==> src/rtl/router_pkg.sv <==
// Shared router constants and FSM state encoding used by router_fsm, router_reg,
// router_fifo and router_sync.
package router_pkg;
    localparam int DATA_WIDTH = 8;
    localparam int ADDR_WIDTH = 2;
    localparam logic [ADDR_WIDTH-1:0] INVALID_ADDR = 2'b11;

    typedef logic [DATA_WIDTH-1:0] byte_t;

    typedef enum logic [2:0] {
        DECODE_ADDRESS,
        LOAD_FIRST_DATA,
        LOAD_DATA,
        LOAD_PARITY,
        FIFO_FULL_STATE,
        LOAD_AFTER_FULL,
        WAIT_TILL_EMPTY,
        CHECK_PARITY_ERROR
    } fsm_state_e;

    // Address 3 has no output port, so such a header is never latched.
    function automatic logic addr_ok(input byte_t b);
        return b[ADDR_WIDTH-1:0] != INVALID_ADDR;
    endfunction
endpackage

==> src/rtl/router_reg_if.sv <==
// Bundle between router_fsm/source (master) and the router_reg datapath stage (slave).
interface router_reg_if;
    import router_pkg::*;

    logic  pkt_valid;
    byte_t data_in;
    logic  fifo_full;
    logic  detect_add;
    logic  lfd_state;
    logic  ld_state;
    logic  laf_state;
    logic  full_state;
    logic  rst_int_reg;
    logic  parity_done;
    logic  low_packet_valid;
    logic  err;
    byte_t dout;

    modport master (
        output pkt_valid, data_in, fifo_full, detect_add, lfd_state, ld_state,
               laf_state, full_state, rst_int_reg,
        input  parity_done, low_packet_valid, err, dout
    );

    modport slave (
        input  pkt_valid, data_in, fifo_full, detect_add, lfd_state, ld_state,
               laf_state, full_state, rst_int_reg,
        output parity_done, low_packet_valid, err, dout
    );
endinterface

==> src/rtl/router_parity_acc.sv <==
// Running XOR parity of header+payload, captured trailing parity byte, and the
// mismatch flag evaluated once parity_done is up.
module router_parity_acc
    import router_pkg::*;
(
    input  logic  clock,
    input  logic  resetn,
    input  logic  clr,
    input  logic  acc_en,
    input  byte_t acc_byte,
    input  logic  cap_en,
    input  byte_t cap_byte,
    input  logic  chk_en,
    output logic  err
);
    byte_t int_parity;
    byte_t pkt_parity;

    always_ff @(posedge clock or negedge resetn) begin
        if (!resetn) begin
            int_parity <= '0;
            pkt_parity <= '0;
            err        <= 1'b0;
        end else begin
            if (clr)
                int_parity <= '0;
            else if (acc_en)
                int_parity <= int_parity ^ acc_byte;

            if (cap_en)
                pkt_parity <= cap_byte;

            // A new packet's decode overrides a pending compare.
            if (clr)
                err <= 1'b0;
            else if (chk_en)
                err <= (int_parity != pkt_parity);
        end
    end
endmodule

==> src/rtl/router_reg.sv <==
// Router datapath register stage: header latch, FIFO write byte, full-hold byte,
// parity handshake. Parity checking is built only with ROUTER_REG_PARITY_CHK_EN.
module router_reg
    import router_pkg::*;
(
    input  logic         clock,
    input  logic         resetn,
    router_reg_if.slave  bus
);
    byte_t header;
    byte_t hold_byte;
    byte_t dout_q;
    logic  pd_q;
    logic  lpv_q;

    always_ff @(posedge clock or negedge resetn) begin
        if (!resetn) begin
            header    <= '0;
            hold_byte <= '0;
            dout_q    <= '0;
            pd_q      <= 1'b0;
            lpv_q     <= 1'b0;
        end else begin
            if (bus.detect_add && bus.pkt_valid && addr_ok(bus.data_in))
                header <= bus.data_in;

            // A byte arriving while the FIFO is full is parked and replayed in LOAD_AFTER_FULL.
            if (bus.lfd_state)
                dout_q <= header;
            else if (bus.ld_state && !bus.fifo_full)
                dout_q <= bus.data_in;
            else if (bus.ld_state)
                hold_byte <= bus.data_in;
            else if (bus.laf_state)
                dout_q <= hold_byte;

            if (bus.rst_int_reg)
                lpv_q <= 1'b0;
            else if (bus.ld_state && !bus.pkt_valid)
                lpv_q <= 1'b1;

            if (bus.detect_add)
                pd_q <= 1'b0;
            else if ((bus.ld_state && !bus.fifo_full && !bus.pkt_valid) ||
                     (bus.laf_state && lpv_q && !pd_q))
                pd_q <= 1'b1;
        end
    end

    assign bus.dout             = dout_q;
    assign bus.parity_done      = pd_q;
    assign bus.low_packet_valid = lpv_q;

`ifdef ROUTER_REG_PARITY_CHK_EN
    router_parity_acc u_par (
        .clock    (clock),
        .resetn   (resetn),
        .clr      (bus.detect_add),
        .acc_en   (bus.lfd_state || (bus.ld_state && bus.pkt_valid && !bus.full_state)),
        .acc_byte (bus.lfd_state ? header : bus.data_in),
        .cap_en   (bus.ld_state && !bus.pkt_valid),
        .cap_byte (bus.data_in),
        .chk_en   (pd_q),
        .err      (bus.err)
    );
`else
    logic unused_full;
    assign unused_full = bus.full_state;
    assign bus.err     = 1'b0;
`endif
endmodule

==> src/flat_wrapper.sv <==
// flat-port wrapper written by rule: the top's interface ports become plain ports
module router_reg_flat import router_pkg::*;
  (clock, resetn, bus_pkt_valid, bus_data_in, bus_fifo_full, bus_detect_add, bus_lfd_state, bus_ld_state, bus_laf_state, bus_full_state, bus_rst_int_reg, bus_parity_done, bus_low_packet_valid, bus_err, bus_dout);
  router_reg_if bus_i ();
  input  logic clock;
  input  logic resetn;
  input wire logic [$bits(bus_i.pkt_valid)-1:0] bus_pkt_valid;
  input wire logic [$bits(bus_i.data_in)-1:0] bus_data_in;
  input wire logic [$bits(bus_i.fifo_full)-1:0] bus_fifo_full;
  input wire logic [$bits(bus_i.detect_add)-1:0] bus_detect_add;
  input wire logic [$bits(bus_i.lfd_state)-1:0] bus_lfd_state;
  input wire logic [$bits(bus_i.ld_state)-1:0] bus_ld_state;
  input wire logic [$bits(bus_i.laf_state)-1:0] bus_laf_state;
  input wire logic [$bits(bus_i.full_state)-1:0] bus_full_state;
  input wire logic [$bits(bus_i.rst_int_reg)-1:0] bus_rst_int_reg;
  output wire logic [$bits(bus_i.parity_done)-1:0] bus_parity_done;
  output wire logic [$bits(bus_i.low_packet_valid)-1:0] bus_low_packet_valid;
  output wire logic [$bits(bus_i.err)-1:0] bus_err;
  output wire logic [$bits(bus_i.dout)-1:0] bus_dout;
  assign bus_i.pkt_valid = bus_pkt_valid;
  assign bus_i.data_in = bus_data_in;
  assign bus_i.fifo_full = bus_fifo_full;
  assign bus_i.detect_add = bus_detect_add;
  assign bus_i.lfd_state = bus_lfd_state;
  assign bus_i.ld_state = bus_ld_state;
  assign bus_i.laf_state = bus_laf_state;
  assign bus_i.full_state = bus_full_state;
  assign bus_i.rst_int_reg = bus_rst_int_reg;
  assign bus_parity_done = bus_i.parity_done;
  assign bus_low_packet_valid = bus_i.low_packet_valid;
  assign bus_err = bus_i.err;
  assign bus_dout = bus_i.dout;
  router_reg u_core (.clock(clock), .resetn(resetn), .bus(bus_i));
endmodule
==> config.mk <==
export PLATFORM = sky130hd
export DESIGN_NAME = router_reg_flat
export DESIGN_NICKNAME = d
export VERILOG_FILES = /design/src/rtl/router_pkg.sv /design/src/rtl/router_reg_if.sv /design/src/rtl/router_parity_acc.sv /design/src/rtl/router_reg.sv /design/src/flat_wrapper.sv
export SDC_FILE = /design/constraint.sdc
export NUM_CORES = 1
export LEC_CHECK = 0
export BUFFER_PORTS_ARGS = -buffer_cell sky130_fd_sc_hd__clkbuf_2
export CAP_MARGIN = 20
export CORE_MARGIN = 1
export CORE_UTILIZATION = 51
export DETAILED_ROUTE_END_ITERATION = 12
export GPL_ROUTABILITY_DRIVEN = 1
export PLACE_DENSITY = 0.74
export SYNTH_ARGS = -nofsm -noshare
export SYNTH_HDL_FRONTEND = slang
export SYNTH_HIERARCHICAL = 1
export SYNTH_SLANG_ARGS = --single-unit
==> constraint.sdc <==
create_clock -name clock -period 1.1 [get_ports clock]
set_input_delay 0.22 -clock clock [delete_from_list [all_inputs] [get_ports clock]]
set_output_delay 0.22 -clock clock [all_outputs]
set_load 0.01 [all_outputs]
==> impl_metrics.csv, run 1 <==
group,metric,value,unit
worst_setup_path,cpMaxStageDelayCell,"dfrtp_1",
synth,yosys_warnings,6,
final_layout,layout_common_cells,"dfrtp_1 (26), clkbuf_2 (25), buf_4 (24)",
global_routing,grt_pass1_wl,3780,µm
synth,syn_inst,94,
worst_setup_path,worstPathMaxFanout,2,
global_routing,grt_pass1_vias,862,
global_routing,antenna_found_initial,0,
worst_setup_path,critical-path-max-stage-delay,420,ps
routing,ant_nets,0,
synth,synthFlopType,"dfrtp_1",
worst_setup_path,cp_cell_sequence,"clkbuf_2",
pwr,peakVddDrop,1.10,mV
place,gp_congestion,0.808,
sta,finalSetupViolCount,0,
worst_setup_path,cp-start-kind,"flop",
cts,cts_root_buf,"clkbuf_4",
die,die_w,49.6,µm
worst_setup_path,cp_top_family,"flip-flops",
routing,drtIter0Drc,15,
sta,period_needed,1100,ps
place,port-buffer-count,26,
run,drv_cap,0,
sta,rsz0062_at_grt,"yes",
worst_setup_path,endpoint_kind,"output port",
worst_setup_path,crit_buf_inv,1,
synth,synth_edf_count,0,
routing,drc,0,
final_layout,fillerInstances,146,
cts,h-tree-depth,1,
die,die_h,49.6,µm
worst_setup_path,r2r_end,"u_core/bus.parity_done",
worst_setup_path,reg2reg_slack,90,ps
routing,viasPerCell,5.06,
place,hpwl,1560,µm
final_layout,fin_util,0.754,
sta,skew,10.5,ps
pwr,p_leak,0.000760,µW
die,num_io_pins,29,
routing,wirelength,2190,µm
cts,clk_latency,320,ps
run_status,status,"completed",
hold_path,hold_path.class,"in -> reg",
final_layout,syn_to_final_growth,33.2,%
die,die-area,2460,µm²
routing,firstDrtPassIters,4,
pwr,powerDensity,1550,nW/µm²
synth,netlist_area,1160,µm²
cts,clock_sinks,26,
die,start_util,0.566,
worst_setup_path,cp_data_required_time,880,ps
hold_path,hold_end,"u_core/bus.low_packet_valid",
sta,slew_violations,0,
cts,cts_buffer_depth,2,
synth,synth_area_leaders,"dfrtp_1 (56%), mux2_2 (14%), a221o_1 (6.9%), nand2b_1 (4.9%), o21ai_0 (3.5%)",
global_routing,grt_max_degree,27,
worst_setup_path,crit_type,"reg -> out",
routing,vias,871,
place,place_inst,158,
synth,ys_async_sr_fraction,1.00,
global_routing,globalRoute.totalOverflow,0,
final_layout,finalNonFillerCells,172,
final_layout,nNetsFinal,164,
synth,seq_area_frac_synth,0.563,
cts,numCtsBuffers,3,
sta,worst_pin_slew,590,ps
hold_path,hold_start,"bus_rst_int_reg",
synth,yosysUniqueCellTypes,20,
worst_setup_path,arrival,880,ps
sta,hold_viol,0,
sta,relSlewSlack,0.606,
worst_setup_path,r2r-start,"u_core/bus.low_packet_valid",
final_layout,n_antenna_cell,0,
sta,max_freq,910,MHz
synth,yosysTopAreaCellShare,0.563,
pwr,report.power.total,2380,µW
worst_setup_path,r2r_cells,3,
synth,synth_area_per_cell,12.3,µm²
final_layout,drive_gt1_frac,0.483,
die,coreArea,2040,µm²
synth,synth_nets,112,
global_routing,grtUsageTotal,0.210,
routing,wl_per_cell,12.7,µm
final_layout,final_common_cell,"dfrtp_1",
cts,clk_pin_slew,150,ps
synth,ys_ff_latch,26,
cts,cts_tree,"yes",
die,rows,16,
sta,period_share,0.999,
synth,synth_area_leader_cell,"dfrtp_1",
hold_path,worstHoldPathCells,2,
==> flip-flops by register name, indices dropped and copies added (netlist names) <==
| signal | count |
|---|---|
| u_core/bus.dout | 8 |
| u_core/bus.low_packet_valid | 1 |
| u_core/bus.parity_done | 1 |
| u_core/header | 8 |
| u_core/hold_byte | 8 |
==> cell usage after synthesis (2+ instances only) <==
| cell type | count |
|---|---|
| o22a_1 | 2 |
| o21ai_0 | 8 |
| nand2b_1 | 9 |
| nor2_1 | 4 |
| nor2b_1 | 2 |
| buf_2 | 2 |
| nand2_1 | 9 |
| a221o_1 | 8 |
| mux2_2 | 14 |
| dfrtp_1 | 26 |
==> per-stage QoR <==
stage          worst slack [ps]  hold slack [ps]  setup TNS, ps  area [µm²]
2_1_floorplan              56.4            -75.6              0        1160
3_3_place_gp               -200              227          -2300        1400
3_5_place_dp               -240              225          -2690        1400
4_1_cts                   -9.92             23.6          -12.2        1470
5_1_grt                   -48.2             28.6           -218        1540
6_report                  0.668             35.7              0        1540
==> repair_timing <==
| action | in CTS | in global routing |
|---|---|---|
| endpoints found under the setup margin | 3 | 10 |
| endpoints found under the hold margin | 26 | 0 |
| hold buffers | 1 | 0 |
| gates resized for setup | 0 | 2 |
| cloned | 0 | 0 |
| buffers inserted | 1 | 8 |
==> worst reg2reg max path, stage by stage (launching register included) <==
cell and delay [ps]:
dfrtp_1 410, buf_4 130, a221oi_1 280, nor2_1 80
==> cell families after synthesis <==
family | synth area share
other | 0.00324
buffers and inverters | 0.0281
DFF | 0.563
and+or+nand+nor | 0.132
AOI/OAI and AO/OA | 0.137
muxes | 0.136
==> final cells by class <==
| cell class | instances | area, µm² | share of cell area |
|---|---|---|---|
| well taps | 27 | 33.8 | 0.0219 |
| flip-flops and latches | 26 | 651 | 0.422 |
| multi-input cells | 63 | 473 | 0.307 |
| clock inverters | 1 | 30.0 | 0.0195 |
| inverters | 1 | 3.75 | 0.00244 |
| repair buffers | 51 | 327 | 0.212 |
| clock buffers | 3 | 22.5 | 0.0146 |
==> worst max-delay path by stage <==
| stage | startpoint | endpoint | slack [ps] | cells past startpoint |
|---|---|---|---|---|
| after CTS | u_core/bus.dout[5] | bus_dout[5] | -10 | 1 |
| after detailed placement | bus_ld_state | u_core/bus.dout[5] | -240 | 4 |
| after floorplan | bus_lfd_state | u_core/hold_byte[0] | 60 | 3 |
| after global placement | bus_ld_state | u_core/bus.dout[6] | -200 | 4 |
| final | u_core/bus.dout[5] | bus_dout[5] | 0.7 | 1 |
| after global routing | u_core/bus.dout[5] | bus_dout[5] | -50 | 1 |
==> where the power goes <==
part / internal [µW] / switching [µW] / total, µW
Sequential: 1120 / 83.1 / 1200
Clock: 368 / 284 / 652
Combinational: 318 / 212 / 529
Total: 1800 / 579 / 2380
==> per-layer routing <==
metal	part of all wire	track usage	wire length (µm)	vias up
li1	-	-	-	440
met1	0.45	0.258	984	413
met2	0.51	0.363	1120	16
met3	0.030	0.0278	65	2
met4	0.0087	0.100	19	0
met5	0	0	0	-
Power figures use the tool's default switching activity.
==> run 2, diff against run 1 <==
--- a/config.mk
+++ b/config.mk
@@ -7,11 +7,11 @@
 export LEC_CHECK = 0
 export BUFFER_PORTS_ARGS = -buffer_cell sky130_fd_sc_hd__clkbuf_2
 export CAP_MARGIN = 20
-export CORE_MARGIN = 1
+export CORE_MARGIN = 2
 export CORE_UTILIZATION = 51
 export DETAILED_ROUTE_END_ITERATION = 12
 export GPL_ROUTABILITY_DRIVEN = 1
-export PLACE_DENSITY = 0.74
+export PLACE_DENSITY = 0.82
 export SYNTH_ARGS = -nofsm -noshare
 export SYNTH_HDL_FRONTEND = slang
 export SYNTH_HIERARCHICAL = 1
==> impl_metrics.csv, run 2 (same netlist as run 1, synthesis figures left out) <==
group,metric,value,unit
cts,numCtsBuffers,3,
place,gp_congestion,0.795,
sta,rsz0062_at_grt,"yes",
sta,period_share,0.989,
worst_setup_path,startpoint,"u_core/bus.dout[2]",
global_routing,globalRoute.totalOverflow,0,
worst_setup_path,cp_num_cells,1,
die,start_util,0.533,
die,die-area,2660,µm²
die,num_io_pins,29,
hold_path,hold_end,"u_core/bus.low_packet_valid",
worst_setup_path,endpoint_kind,"output port",
hold_path,hold_path.class,"in -> reg",
final_layout,nNetsFinal,165,
place,hpwl,1820,µm
pwr,p_leak,0.000762,µW
global_routing,grt_max_degree,27,
final_layout,stdcell_area,1550,µm²
cts,clock_sinks,26,
routing,firstDrtPassIters,4,
run,drv_cap,0,
die,rows,17,
global_routing,grt_pass1_wl,4140,µm
sta,hold_viol,0,
routing,drc,0,
final_layout,finalNonFillerCells,174,
sta,skew,3.05,ps
die,coreArea,2170,µm²
hold_path,worstHoldPathCells,2,
worst_setup_path,cp_data_required_time,880,ps
cts,clk_pin_slew,140,ps
final_layout,syn_to_final_growth,33.7,%
worst_setup_path,r2r_end,"u_core/bus.parity_done",
pwr,peakVddDrop,1.02,mV
cts,clk_latency,310,ps
worst_setup_path,cpMaxStageDelayCell,"dfrtp_1",
global_routing,antenna_found_initial,0,
worst_setup_path,r2r_cells,3,
final_layout,fillerInstances,155,
final_layout,drive_gt1_frac,0.493,
sta,slew_violations,0,
hold_path,hold_start,"bus_rst_int_reg",
sta,finalSetupViolCount,0,
sta,setup_tns,0,ps
worst_setup_path,r2r-start,"u_core/bus.low_packet_valid",
place,placed_cell_area,1430,µm²
worst_setup_path,worstPathMaxFanout,2,
die,die_w,51.6,µm
final_layout,n_antenna_cell,0,
worst_setup_path,cp_top_family,"flip-flops",
worst_setup_path,cp-start-kind,"flop",
routing,wirelength,2420,µm
run_status,status,"completed",
sta,max_freq,919,MHz
routing,vias,901,
worst_setup_path,reg2reg_slack,70,ps
routing,drtIter0Drc,11,
cts,cts_tree,"yes",
routing,viasPerCell,5.18,
routing,wl_per_cell,13.9,µm
die,die_h,51.6,µm
worst_setup_path,critical-path-max-stage-delay,420,ps
place,port-buffer-count,26,
cts,h-tree-depth,1,
final_layout,layout_common_cells,"clkbuf_2 (26), dfrtp_1 (26), buf_4 (25)",
cts,cts_root_buf,"clkbuf_4",
worst_setup_path,cp_cell_sequence,"clkbuf_2",
worst_setup_path,crit_type,"reg -> out",
place,place_inst,162,
global_routing,grtUsageTotal,0.213,
global_routing,grt_pass1_vias,965,
cts,cts_buffer_depth,2,
pwr,powerDensity,1530,nW/µm²
sta,period_needed,1090,ps
worst_setup_path,crit_buf_inv,1,
routing,ant_nets,0,
worst_setup_path,arrival,870,ps
-- run 2: cell types whose count changed in the layout (fill, tap and decap cells not counted), sizes merged --
cell,change
clkbuf,+1
-- run 2: where the power goes --
part           leakage (µW)  switching, µW  internal (µW)  total, µW
sequential         0.000313           86.0           1120       1200
clock             0.0000279            277            368        646
combinational      0.000421            219            303        522
-- run 2: worst max path at each step --
stage | endpoint | slack, ps
3_5_place_dp | u_core/bus.dout[7] | -300
2_1_floorplan | u_core/hold_byte[0] | 60
6_report | bus_dout[2] | 10
3_3_place_gp | u_core/bus.dout[6] | -180
4_1_cts | bus_dout[2] | -9
5_1_grt | bus_dout[2] | -40
-- run 2: repair_timing --
item                       in CTS  in global routing
hold endpoints to repair       26                  0
hold buffers                    1                  0
setup endpoints to repair       2                 15
cloned                          0                  0
resized for setup               0                  1
setup buffers                   1                  6
-- run 2: final cells by class --
type                    count  area (µm²)  share of cell area
flip-flops and latches     26         651               0.421
repair buffers             52         328               0.212
inverters                   1        3.75             0.00243
clock inverters             1        30.0              0.0194
clock buffers               3        22.5              0.0146
multi-input cells          63         475               0.308
well taps                  28        35.0              0.0227
-- run 2: through the flow --
stage | utilization | setup slack (ps) | power (µW) | hold slack (ps)
after floorplan | - | 56.4 | 1470 | -75.6
after global placement | 0.658 | -176 | 1660 | 223
after detailed placement | 0.658 | -302 | 1690 | 223
after CTS | 0.690 | -8.71 | 2340 | 38.6
after global routing | 0.712 | -37.7 | 2500 | 26.5
final | 0.712 | 12.2 | 2370 | 43.1
-- run 2: per-layer routing --
metal  track usage  vias up  share of wire
met1         0.247      442           0.41
met4         0.101        0         0.0037
met5             0        -              0
li1              -      443              -
met2         0.395       14           0.56
met3        0.0172        2          0.026
